<file path="src/rtl/seq_stim_pkg.sv">
// Shared types for the serial A transmitter: FSM states, receiver-model state,
// and the receiver-model next-state function, which the bench also uses.
package seq_stim_pkg;

    typedef enum logic {
        IDLE  = 1'b0,
        SHIFT = 1'b1
    } state_e;

    typedef logic [1:0] model_state_t;

    // 2-bit up/down counter: counts up when a=0 and down when a=1
    function automatic model_state_t model_next(input model_state_t s, input logic a);
        return {s[1] ^ s[0] ^ a, ~s[0]};
    endfunction

endpackage

</file>
<file path="src/rtl/seq_stim_tx_if.sv">
// Word-in / bit-out port bundle of seq_stim_tx. The slave modport is the
// transmitter; the master modport is the producer that also observes the serial side.
interface seq_stim_tx_if #(
    parameter int WIDTH = 8
);
    logic             in_valid;
    logic             in_ready;
    logic [WIDTH-1:0] in_data;
    logic             a;
    logic             a_valid;
    logic             sof;
    logic             eof;

    modport master (
        output in_valid, in_data,
        input  in_ready, a, a_valid, sof, eof
    );

    modport slave (
        input  in_valid, in_data,
        output in_ready, a, a_valid, sof, eof
    );
endinterface

</file>
<file path="src/rtl/seq_rx_model.sv">
// Reference model of the 2-bit up/down counter receiver. It advances once per
// valid serial bit and registers Y (count==3) of the new state.
module seq_rx_model
    import seq_stim_pkg::*;
(
    input  logic clk,
    input  logic rst_n,
    input  logic i_adv,
    input  logic i_a,
    output logic o_y
);
    model_state_t r_s;
    model_state_t w_s_next;
    logic         r_y;

    always_comb begin
        w_s_next = model_next(r_s, i_a);
    end

    always_ff @(posedge clk) begin
        if (!rst_n) begin
            r_s <= '0;
            r_y <= 1'b0;
        end else if (i_adv) begin
            r_s <= w_s_next;
            r_y <= w_s_next[1] & w_s_next[0];
        end
    end

    assign o_y = r_y;
endmodule

</file>
<file path="src/rtl/seq_stim_tx.sv">
// One-word-buffered serialiser driving the serial A line with a_valid/sof/eof framing.
// Define SEQ_STIM_MODEL_EN to build in the receiver model that drives y_exp.
module seq_stim_tx
    import seq_stim_pkg::*;
#(
    parameter int WIDTH     = 8,
    parameter bit MSB_FIRST = 1'b1,
    parameter bit IDLE_A    = 1'b0
) (
    input  logic         clk,
    input  logic         rst_n,
    seq_stim_tx_if.slave bus,
    input  logic         stall,
    output logic         busy,
    output logic         y_exp
);
    localparam int CNT_W = $clog2(WIDTH);

    typedef logic [WIDTH-1:0] word_t;

    state_e           r_state,   w_state_next;
    word_t            r_buf;
    logic             r_buf_vld, w_buf_vld_next;
    word_t            r_sh,      w_sh_next, w_sh_shifted;
    logic [CNT_W-1:0] r_cnt,     w_cnt_next;
    logic             r_a,       w_a_next;
    logic             w_accept, w_advance, w_last, w_load;

    function automatic logic head(input word_t w);
        return MSB_FIRST ? w[WIDTH-1] : w[0];
    endfunction

    assign w_accept  = bus.in_valid & ~r_buf_vld;
    assign w_advance = (r_state == SHIFT) & ~stall;
    assign w_last    = (r_cnt == CNT_W'(WIDTH - 1));
    // accept and load never coincide: accept needs an empty buffer, load a full one
    assign w_load    = r_buf_vld & ((r_state == IDLE) | (w_advance & w_last));
    assign w_sh_shifted = MSB_FIRST ? {r_sh[WIDTH-2:0], 1'b0} : {1'b0, r_sh[WIDTH-1:1]};

    always_comb begin
        w_state_next   = r_state;
        w_sh_next      = r_sh;
        w_cnt_next     = r_cnt;
        w_a_next       = r_a;
        w_buf_vld_next = r_buf_vld;

        if (w_accept) begin
            w_buf_vld_next = 1'b1;
        end else if (w_load) begin
            w_buf_vld_next = 1'b0;
        end

        if (w_load) begin
            w_state_next = SHIFT;
            w_sh_next    = r_buf;
            w_cnt_next   = '0;
            w_a_next     = head(r_buf);
        end else if (w_advance) begin
            if (w_last) begin
                w_state_next = IDLE;
                w_a_next     = IDLE_A;
            end else begin
                w_sh_next  = w_sh_shifted;
                w_cnt_next = r_cnt + CNT_W'(1);
                w_a_next   = head(w_sh_shifted);
            end
        end
    end

    always_ff @(posedge clk) begin
        if (!rst_n) begin
            r_state   <= IDLE;
            r_buf     <= '0;
            r_buf_vld <= 1'b0;
            r_sh      <= '0;
            r_cnt     <= '0;
            r_a       <= IDLE_A;
        end else begin
            r_state   <= w_state_next;
            r_buf_vld <= w_buf_vld_next;
            r_sh      <= w_sh_next;
            r_cnt     <= w_cnt_next;
            r_a       <= w_a_next;
            if (w_accept) begin
                r_buf <= bus.in_data;
            end
        end
    end

    // a is a flop; the framing flags are gated by stall in the same cycle
    assign bus.in_ready = ~r_buf_vld;
    assign bus.a        = r_a;
    assign bus.a_valid  = w_advance;
    assign bus.sof      = w_advance & (r_cnt == '0);
    assign bus.eof      = w_advance & w_last;
    assign busy         = (r_state == SHIFT) | r_buf_vld;

`ifdef SEQ_STIM_MODEL_EN
    seq_rx_model u_model (
        .clk   (clk),
        .rst_n (rst_n),
        .i_adv (w_advance),
        .i_a   (r_a),
        .o_y   (y_exp)
    );
`else
    assign y_exp = 1'b0;
`endif
endmodule

</file>
<file path="src/flat_wrapper.sv">
// flat-port wrapper written by rule: the top's interface ports become plain ports
module seq_stim_tx_flat import seq_stim_pkg::*;
#(
    parameter int WIDTH     = 8,
    parameter bit MSB_FIRST = 1'b1,
    parameter bit IDLE_A    = 1'b0
)
  (clk, rst_n, stall, busy, y_exp, bus_in_valid, bus_in_data, bus_in_ready, bus_a, bus_a_valid, bus_sof, bus_eof);
  seq_stim_tx_if #(.WIDTH(WIDTH)) bus_i ();
  input  logic clk;
  input  logic rst_n;
  input  logic stall;
  output logic busy;
  output logic y_exp;
  input wire logic [$bits(bus_i.in_valid)-1:0] bus_in_valid;
  input wire logic [$bits(bus_i.in_data)-1:0] bus_in_data;
  output wire logic [$bits(bus_i.in_ready)-1:0] bus_in_ready;
  output wire logic [$bits(bus_i.a)-1:0] bus_a;
  output wire logic [$bits(bus_i.a_valid)-1:0] bus_a_valid;
  output wire logic [$bits(bus_i.sof)-1:0] bus_sof;
  output wire logic [$bits(bus_i.eof)-1:0] bus_eof;
  assign bus_i.in_valid = bus_in_valid;
  assign bus_i.in_data = bus_in_data;
  assign bus_in_ready = bus_i.in_ready;
  assign bus_a = bus_i.a;
  assign bus_a_valid = bus_i.a_valid;
  assign bus_sof = bus_i.sof;
  assign bus_eof = bus_i.eof;
  seq_stim_tx #(.WIDTH(WIDTH), .MSB_FIRST(MSB_FIRST), .IDLE_A(IDLE_A)) u_core (.clk(clk), .rst_n(rst_n), .bus(bus_i), .stall(stall), .busy(busy), .y_exp(y_exp));
endmodule
</file>
<file path="config.mk">
export PLATFORM = sky130hd
export DESIGN_NAME = seq_stim_tx_flat
export DESIGN_NICKNAME = d
export VERILOG_FILES = /design/src/rtl/seq_stim_pkg.sv /design/src/rtl/seq_stim_tx_if.sv /design/src/rtl/seq_rx_model.sv /design/src/rtl/seq_stim_tx.sv /design/src/flat_wrapper.sv
export SDC_FILE = /design/constraint.sdc
export NUM_CORES = 1
export LEC_CHECK = 0
export BUFFER_PORTS_ARGS = -buffer_cell sky130_fd_sc_hd__buf_2
export CORE_MARGIN = 2
export CORE_UTILIZATION = 45
export DETAILED_ROUTE_END_ITERATION = 10
export HOLD_SLACK_MARGIN = 0.15
export PLACE_DENSITY = 0.74
export SETUP_SLACK_MARGIN = 0.3
export SLEW_MARGIN = 40
export SYNTH_ARGS = -nofsm -noshare
export SYNTH_HDL_FRONTEND = slang
export SYNTH_HIERARCHICAL = 1
export SYNTH_SLANG_ARGS = --single-unit
</file>
<file path="constraint.sdc">
create_clock -name clk -period 1.6 [get_ports clk]
set_input_delay 0.16 -clock clk [delete_from_list [all_inputs] [get_ports clk]]
set_output_delay 0.16 -clock clk [all_outputs]
set_load 0.01 [all_outputs]
</file>
==> run metrics, run 1 <==
status=completed; endpoints failing hold=0; Setup-failing EPs final=0; deepest clock path buffer count=2; first-pass GRT wire length=3370 µm; Reg-to-Reg End=u_core/r_sh[1]; die width=50.8 µm; post-route ant nets=0; CP endpoint=u_core/r_sh[1]; wirelength, routed=1970 µm; Top Ports=19; P&R area growth vs syn=31.3%; Power Total=between 0.001 and 0.0015 W; DP HPWL=1260 µm; Die Area=~0.0026 mm²; core footprint=about 0.002 mm²; Synth async-reset ratio=0%; Arr. time, crit path=approximately 1.7 ns; crit end category=flop; largest fanout on the critical path=8; instance count on the critical path=7; Post-Syn Area=983 µm²; Starting Density=49.1%; RSZ-0062 raised after global routing=true; vias in the first global route=812; gr ovfl total=0; delay-heaviest family, CP=compound AO/OA/AOI/OAI gates; CP Class=flop to flop; syn_nets=120; Crit. Startpoint=u_core/r_cnt[1]; worst r2r src=u_core/r_cnt[1]; Synth top area share=a little over two fifths; Max-Cap Viols=0; final instance area=0.00129 mm²; layout cells sized above 1=32.6%; depth of the most critical reg-to-reg path=7; drt wl/cell=between 10 and 15 µm; CP dominant cell by count=ha_4; clock root buffer=clkbuf_4; num rows=16; ys flop type=dfxtp_1; crit path time final=1.46 ns; CTS Buf Count=3; Synth Area per Inst=9.37 µm²; FILL cells=174; top cells by instance count after synthesis=21 x dfxtp_1, 19 x nand2_1, 9 x mux2i_1, 9 x nor2b_1, 6 x a31oi_1; worst path cell trace=ha_4, ha_4, nor2b_4, o21ai_4, buf_12, o21ai_1, a31oi_1; placement-stage cell area=0.00112 mm²; Vias per Instance=5.07; EDFF count, synth=0; Mapped Cells=105; most instantiated library cell after synthesis=dfxtp_1; Bufs and invs on worst path=1; post-synthesis sequential area ratio=42.7%; GP Congestion=about 0.7; DRC viols=0; drt first pass iters=4; R2R Setup Slk=0.14 ns; vias=821; Clock Pin Slew Worst Setup and Hold Paths=0.12 ns; Max Fclk=683 MHz; Final period util=91.5%; CTS tree=done; Yosys reg bits=21; hold depth=3; first-iteration detailed-routing DRC count=16; CTS H-Tree Depth=1; clk sink count=21; Max stage delay on crit path=0.37 ns; Skew-Pair Late Insertion Delay=0.30 ns; largest net degree at the start of global routing=19; synth unique cells=31; Die H=50.8 µm; Worst path slowest cell=dfxtp_4; Synth area leader=dfxtp_1; synth warn=6; P_leak=0.517 nW; dominant cells by area after synthesis=dfxtp_1 43%, mux2i_1 9.2%, nand2_1 7.3%; setup ws final=0.135 ns; Global Route Usage Sum=between 10% and 20%; Pins Over Slew Limit=0; Core Util, Final=between 60 and 70%; worst slack, placed=0.163 ns; clock skew=approximately 0.0057 ns; Worst VDD drop=0.589 mV; Cell Pwr Density=809 mW/mm²; antenna violations before repair=0; IO Port Bufs=17; ANT cells=0; Hold Path Class=primary input to flop; nets=151; startpoint types=flop; WP data required=1.84 ns; setup total negative slack=0 ns
## worst min path at each step
stage | from | endpoint
finish | rst_n | u_core/r_sh[5]
global route | rst_n | u_core/r_sh[5]
global placement | bus_in_valid | u_core/r_buf_vld
floorplan | rst_n | u_core/r_sh[4]
CTS | rst_n | u_core/r_sh[5]
detailed placement | bus_in_valid | u_core/r_buf_vld
## cell families after synthesis
kind of cell,after synthesis,share of synthesized area (%)
simple gates,40,22.8
compound gates,22,16.0
flops,21,42.7
buf+inv,9,5.09
mux,9,9.16
fa+ha+maj,3,3.82
other cells,1,0.381
## worst min-delay path, stage by stage
cell     delay (ns)
buf_2          0.21
o21ai_2        0.09
a31oi_1        0.04
## per-layer routing
metal	up-vias	routed length, µm	track usage, %
met3	2	81	2.68
li1	412	-	-
met1	381	880	21.7
met5	-	0	0
met2	26	991	29.6
met4	0	14	8.11
## per-stage QoR
stage                     hold WS, ns  cells
after floorplan                 0.271    105
after global placement          0.385    146
after detailed placement        0.413    146
after CTS                       0.224    161
after global routing            0.243    162
final                           0.248    162
## area by class of cell
cell class              instances  area [µm²]  share of cell area, %
flip-flops and latches         21         427                   33.0
clock buffers                   3        22.5                   1.74
well taps                      27        33.8                   2.62
inverters                       4        15.0                   1.16
clock inverters                 1        5.00                  0.388
repair buffers                 31         243                   18.8
multi-input cells              75         546                   42.2
## sequential cells by signal, indices dropped and copies added, names as in the netlist
name,count
u_core/r_state,1
u_core/r_cnt,3
u_core/r_sh,7
u_core/r_buf_vld,1
u_core/r_buf,8
u_core/bus.a,1
## where the power goes
part / leakage (nW) / switching [W] / internal (W)
Combinational: 0.326 / 0.000101 / 0.000107
Sequential: 0.174 / 0.0000264 / 0.000560
Clock: 0.0177 / 0.000157 / 0.0000931
## layout by cell type (no fill, tap or decap), types with 2 or more instances in the layout
| cell | count |
|---|---|
| a21oi_1 | 2 |
| a21oi_2 | 3 |
| a31oi_1 | 6 |
| and2_1 | 2 |
| buf_2 | 17 |
| buf_4 | 3 |
| clkbuf_4 | 3 |
| dfxtp_1 | 18 |
| dfxtp_2 | 2 |
| dlygate4sd3_1 | 9 |
| ha_4 | 2 |
| inv_1 | 3 |
| mux2i_1 | 9 |
| nand2_1 | 19 |
| nor2_1 | 2 |
| nor2b_1 | 9 |
| o21ai_1 | 2 |
| o21ai_2 | 4 |
## timing repair
action / 4_1_cts / 5_1_grt
gates cloned: 0 / 1
resized for setup: 1 / 7
pin swaps: 0 / 3
hold endpoints to repair: 9 / 0
hold buffers: 9 / 0
setup endpoints to repair: 15 / 16
setup buffers: 2 / 0
Note: power is estimated with default switching activity, not from simulation.
==> inputs of run 2 (changes only) <==
PLACE_DENSITY = 0.68   (was 0.74)
==> run metrics, run 2 (synthesis results as in run 1) <==
status=completed (unchanged); top flop regs=u_core/r_buf: 8 flops, u_core/r_sh: 7 flops, u_core/r_cnt: 3 flops (unchanged); CTS Buf Count=3 (unchanged); startpoint types=flop (unchanged); setup ws final=0.140 ns (was 0.135 ns); Core Util, Final=64.4% (was 64.5%); worst r2r src=u_core/r_cnt[1] (unchanged); CTS tree=done (unchanged); wirelength, routed=1940 µm (was 1970 µm); clock root buffer=clkbuf_4 (unchanged); largest net degree at the start of global routing=19 (unchanged); met2 GRT Util=31.1% (was 29.6%); R2R Setup Slk=0.14 ns (about the same); IO Port Bufs=17 (unchanged); layout cells sized above 1=32.1% (was 32.6%); CP dominant cell by count=ha_4 (unchanged); placement-stage cell area=0.00112 mm² (unchanged); met3 Track Usage GR=3.57% (was 2.68%); Die Area=0.00258 mm² (unchanged); setup total negative slack=0 ns (unchanged); deepest clock path buffer count=2 (unchanged); die width=50.8 µm (unchanged); antenna violations before repair=0 (unchanged); clk sink count=21 (unchanged); delay-heaviest family, CP=compound AO/OA/AOI/OAI gates (unchanged); instance count on the critical path=7 (unchanged); Worst VDD drop=0.669 mV (was 0.589 mV); drt wl/cell=12.1 µm (about the same); number of placed instances, taps included=146 (unchanged); first-pass GRT wire length=3390 µm (was 3370 µm); Max stage delay on crit path=0.37 ns (about the same); global route hottest layer=met2 (unchanged); core footprint=0.00200 mm² (unchanged); commonest non-fill, non-tap cell in the layout=nand2_1 (unchanged); P_leak=0.511 nW (was 0.517 nW); Worst Hold End=u_core/r_sh[6] (was u_core/r_sh[5]); final instance area=0.00129 mm² (about the same); CTS H-Tree Depth=1 (unchanged); P&R area growth vs syn=31.2% (was 31.3%); hold path start=rst_n (unchanged); GP Congestion=0.733 (was 0.707); worst path cell trace=ha_4, ha_4, nor2b_4, o21ai_4, buf_12, o21ai_2, a31oi_1 (was ha_4, ha_4, nor2b_4, o21ai_4, buf_12, o21ai_1, a31oi_1); Crit. Startpoint=u_core/r_cnt[1] (unchanged); nets=150 (was 151); Vias per Instance=4.98 (was 5.07); largest reg by FF count=u_core/r_buf (unchanged); worst slack, placed=0.166 ns (was 0.163 ns); most frequent cells in the layout=19 x nand2_1, 18 x dfxtp_1, 17 x buf_2 (unchanged); DP HPWL=1310 µm (was 1260 µm); post-route ant nets=0 (unchanged); FILL cells=185 (was 174); Max Fclk=685 MHz (was 683 MHz); max reg flops=8 (unchanged); CP Class=flop to flop (unchanged); Starting Density=49.1% (unchanged); grt met1 use=21.2% (was 21.7%); Arr. time, crit path=1.69 ns (was 1.70 ns); final cell count without fillers=161 (was 162); largest fanout on the critical path=8 (unchanged); Bufs and invs on worst path=1 (unchanged); first-iteration detailed-routing DRC count=14 (was 16); Max-Cap Viols=0 (unchanged); vias=802 (was 821); Hold Path Class=primary input to flop (unchanged); Final period util=91.2% (was 91.5%); DRC viols=0 (unchanged); WP data required=1.83 ns (was 1.84 ns); Clock Pin Slew Worst Setup and Hold Paths=0.11 ns (was 0.12 ns); Cell Pwr Density=809 mW/mm² (about the same); drt first pass iters=4 (unchanged); depth of the most critical reg-to-reg path=7 (unchanged); Global Route Usage Sum=17.4% (was 17.5%); RSZ-0062 raised after global routing=true (unchanged); endpoints failing hold=0 (unchanged); Die H=50.8 µm (unchanged); Skew-Pair Late Insertion Delay=0.29 ns (was 0.30 ns); Worst path slowest cell=dfxtp_4 (unchanged); Top Ports=19 (unchanged); Pins Over Slew Limit=0 (unchanged); crit end category=flop (unchanged); Reg-to-Reg End=u_core/r_sh[5] (was u_core/r_sh[1]); crit path time final=1.46 ns (about the same); Setup-failing EPs final=0 (unchanged); ANT cells=0 (unchanged); num rows=16 (unchanged); clock skew=0.00124 ns (was 0.00567 ns); gr ovfl total=0 (unchanged); vias in the first global route=779 (was 812); hold depth=3 (unchanged)
[run 2: cell types whose count changed in the layout (fill, tap and decap cells not counted)]
| cell | delta |
|---|---|
| buf_6 | +1 |
| clkbuf_1 | +1 |
| clkinv_2 | -1 |
| o21ai_2 | +1 |
| o21ai_1 | -1 |
| buf_4 | -2 |
[run 2: worst max path at each step]
stage / end / slack [ns]
after floorplan: u_core/r_sh[4] / 0.25
after global placement: u_core/r_sh[2] / 0.19
after detailed placement: u_core/r_sh[2] / 0.17
after CTS: u_core/r_sh[2] / 0.14
after global routing: u_core/r_sh[3] / 0.06
final: u_core/r_sh[5] / 0.14
[run 2: area by class of cell]
cell class                 count  area [µm²]  area share, %
inverter                       4        15.0           1.16
tap                           27        33.8           2.62
timing repair buffer          30         239           18.5
multi-input combinational     75         549           42.6
sequential                    21         427           33.1
clock buffer                   4        26.3           2.04
[run 2: metal layers]
layer | part of all wire (%) | up-vias
li1 | - | 409
met1 | 46 | 371
met2 | 50 | 20
met3 | 3.8 | 2
met4 | 0.82 | 0
met5 | 0 | -
[run 2: per-stage QoR]
stage / hold WS [ns] / power (W)
after global routing: 0.257 / 0.00111
after CTS: 0.229 / 0.00104
after detailed placement: 0.411 / 0.000774
final: 0.259 / 0.00104
after floorplan: 0.271 / 0.000715
after global placement: 0.386 / 0.000768
[run 2: timing repair]
action | CTS | global route
pin swaps | 0 | 3
setup endpoints to repair | 15 | 17
hold endpoints to repair | 9 | 0
gates resized for setup | 1 | 9
gates cloned | 0 | 1
setup buffers | 1 | 0
hold buffers | 9 | 0
[run 2: worst reg2reg max path, stage by stage, from the launching register on]
cell and delay [ns]:
dfxtp_4 0.37, ha_4 0.16, ha_4 0.17, nor2b_4 0.14
o21ai_4 0.18, buf_12 0.16, o21ai_2 0.05, a31oi_1 0.16
[run 2: power by group]
group | leakage [nW] | internal, W | switching, W
clock | 0.0150 | 0.0000971 | 0.000150
combinational | 0.322 | 0.000109 | 0.000102
sequential | 0.174 | 0.000560 | 0.0000264
total | 0.511 | 0.000766 | 0.000278
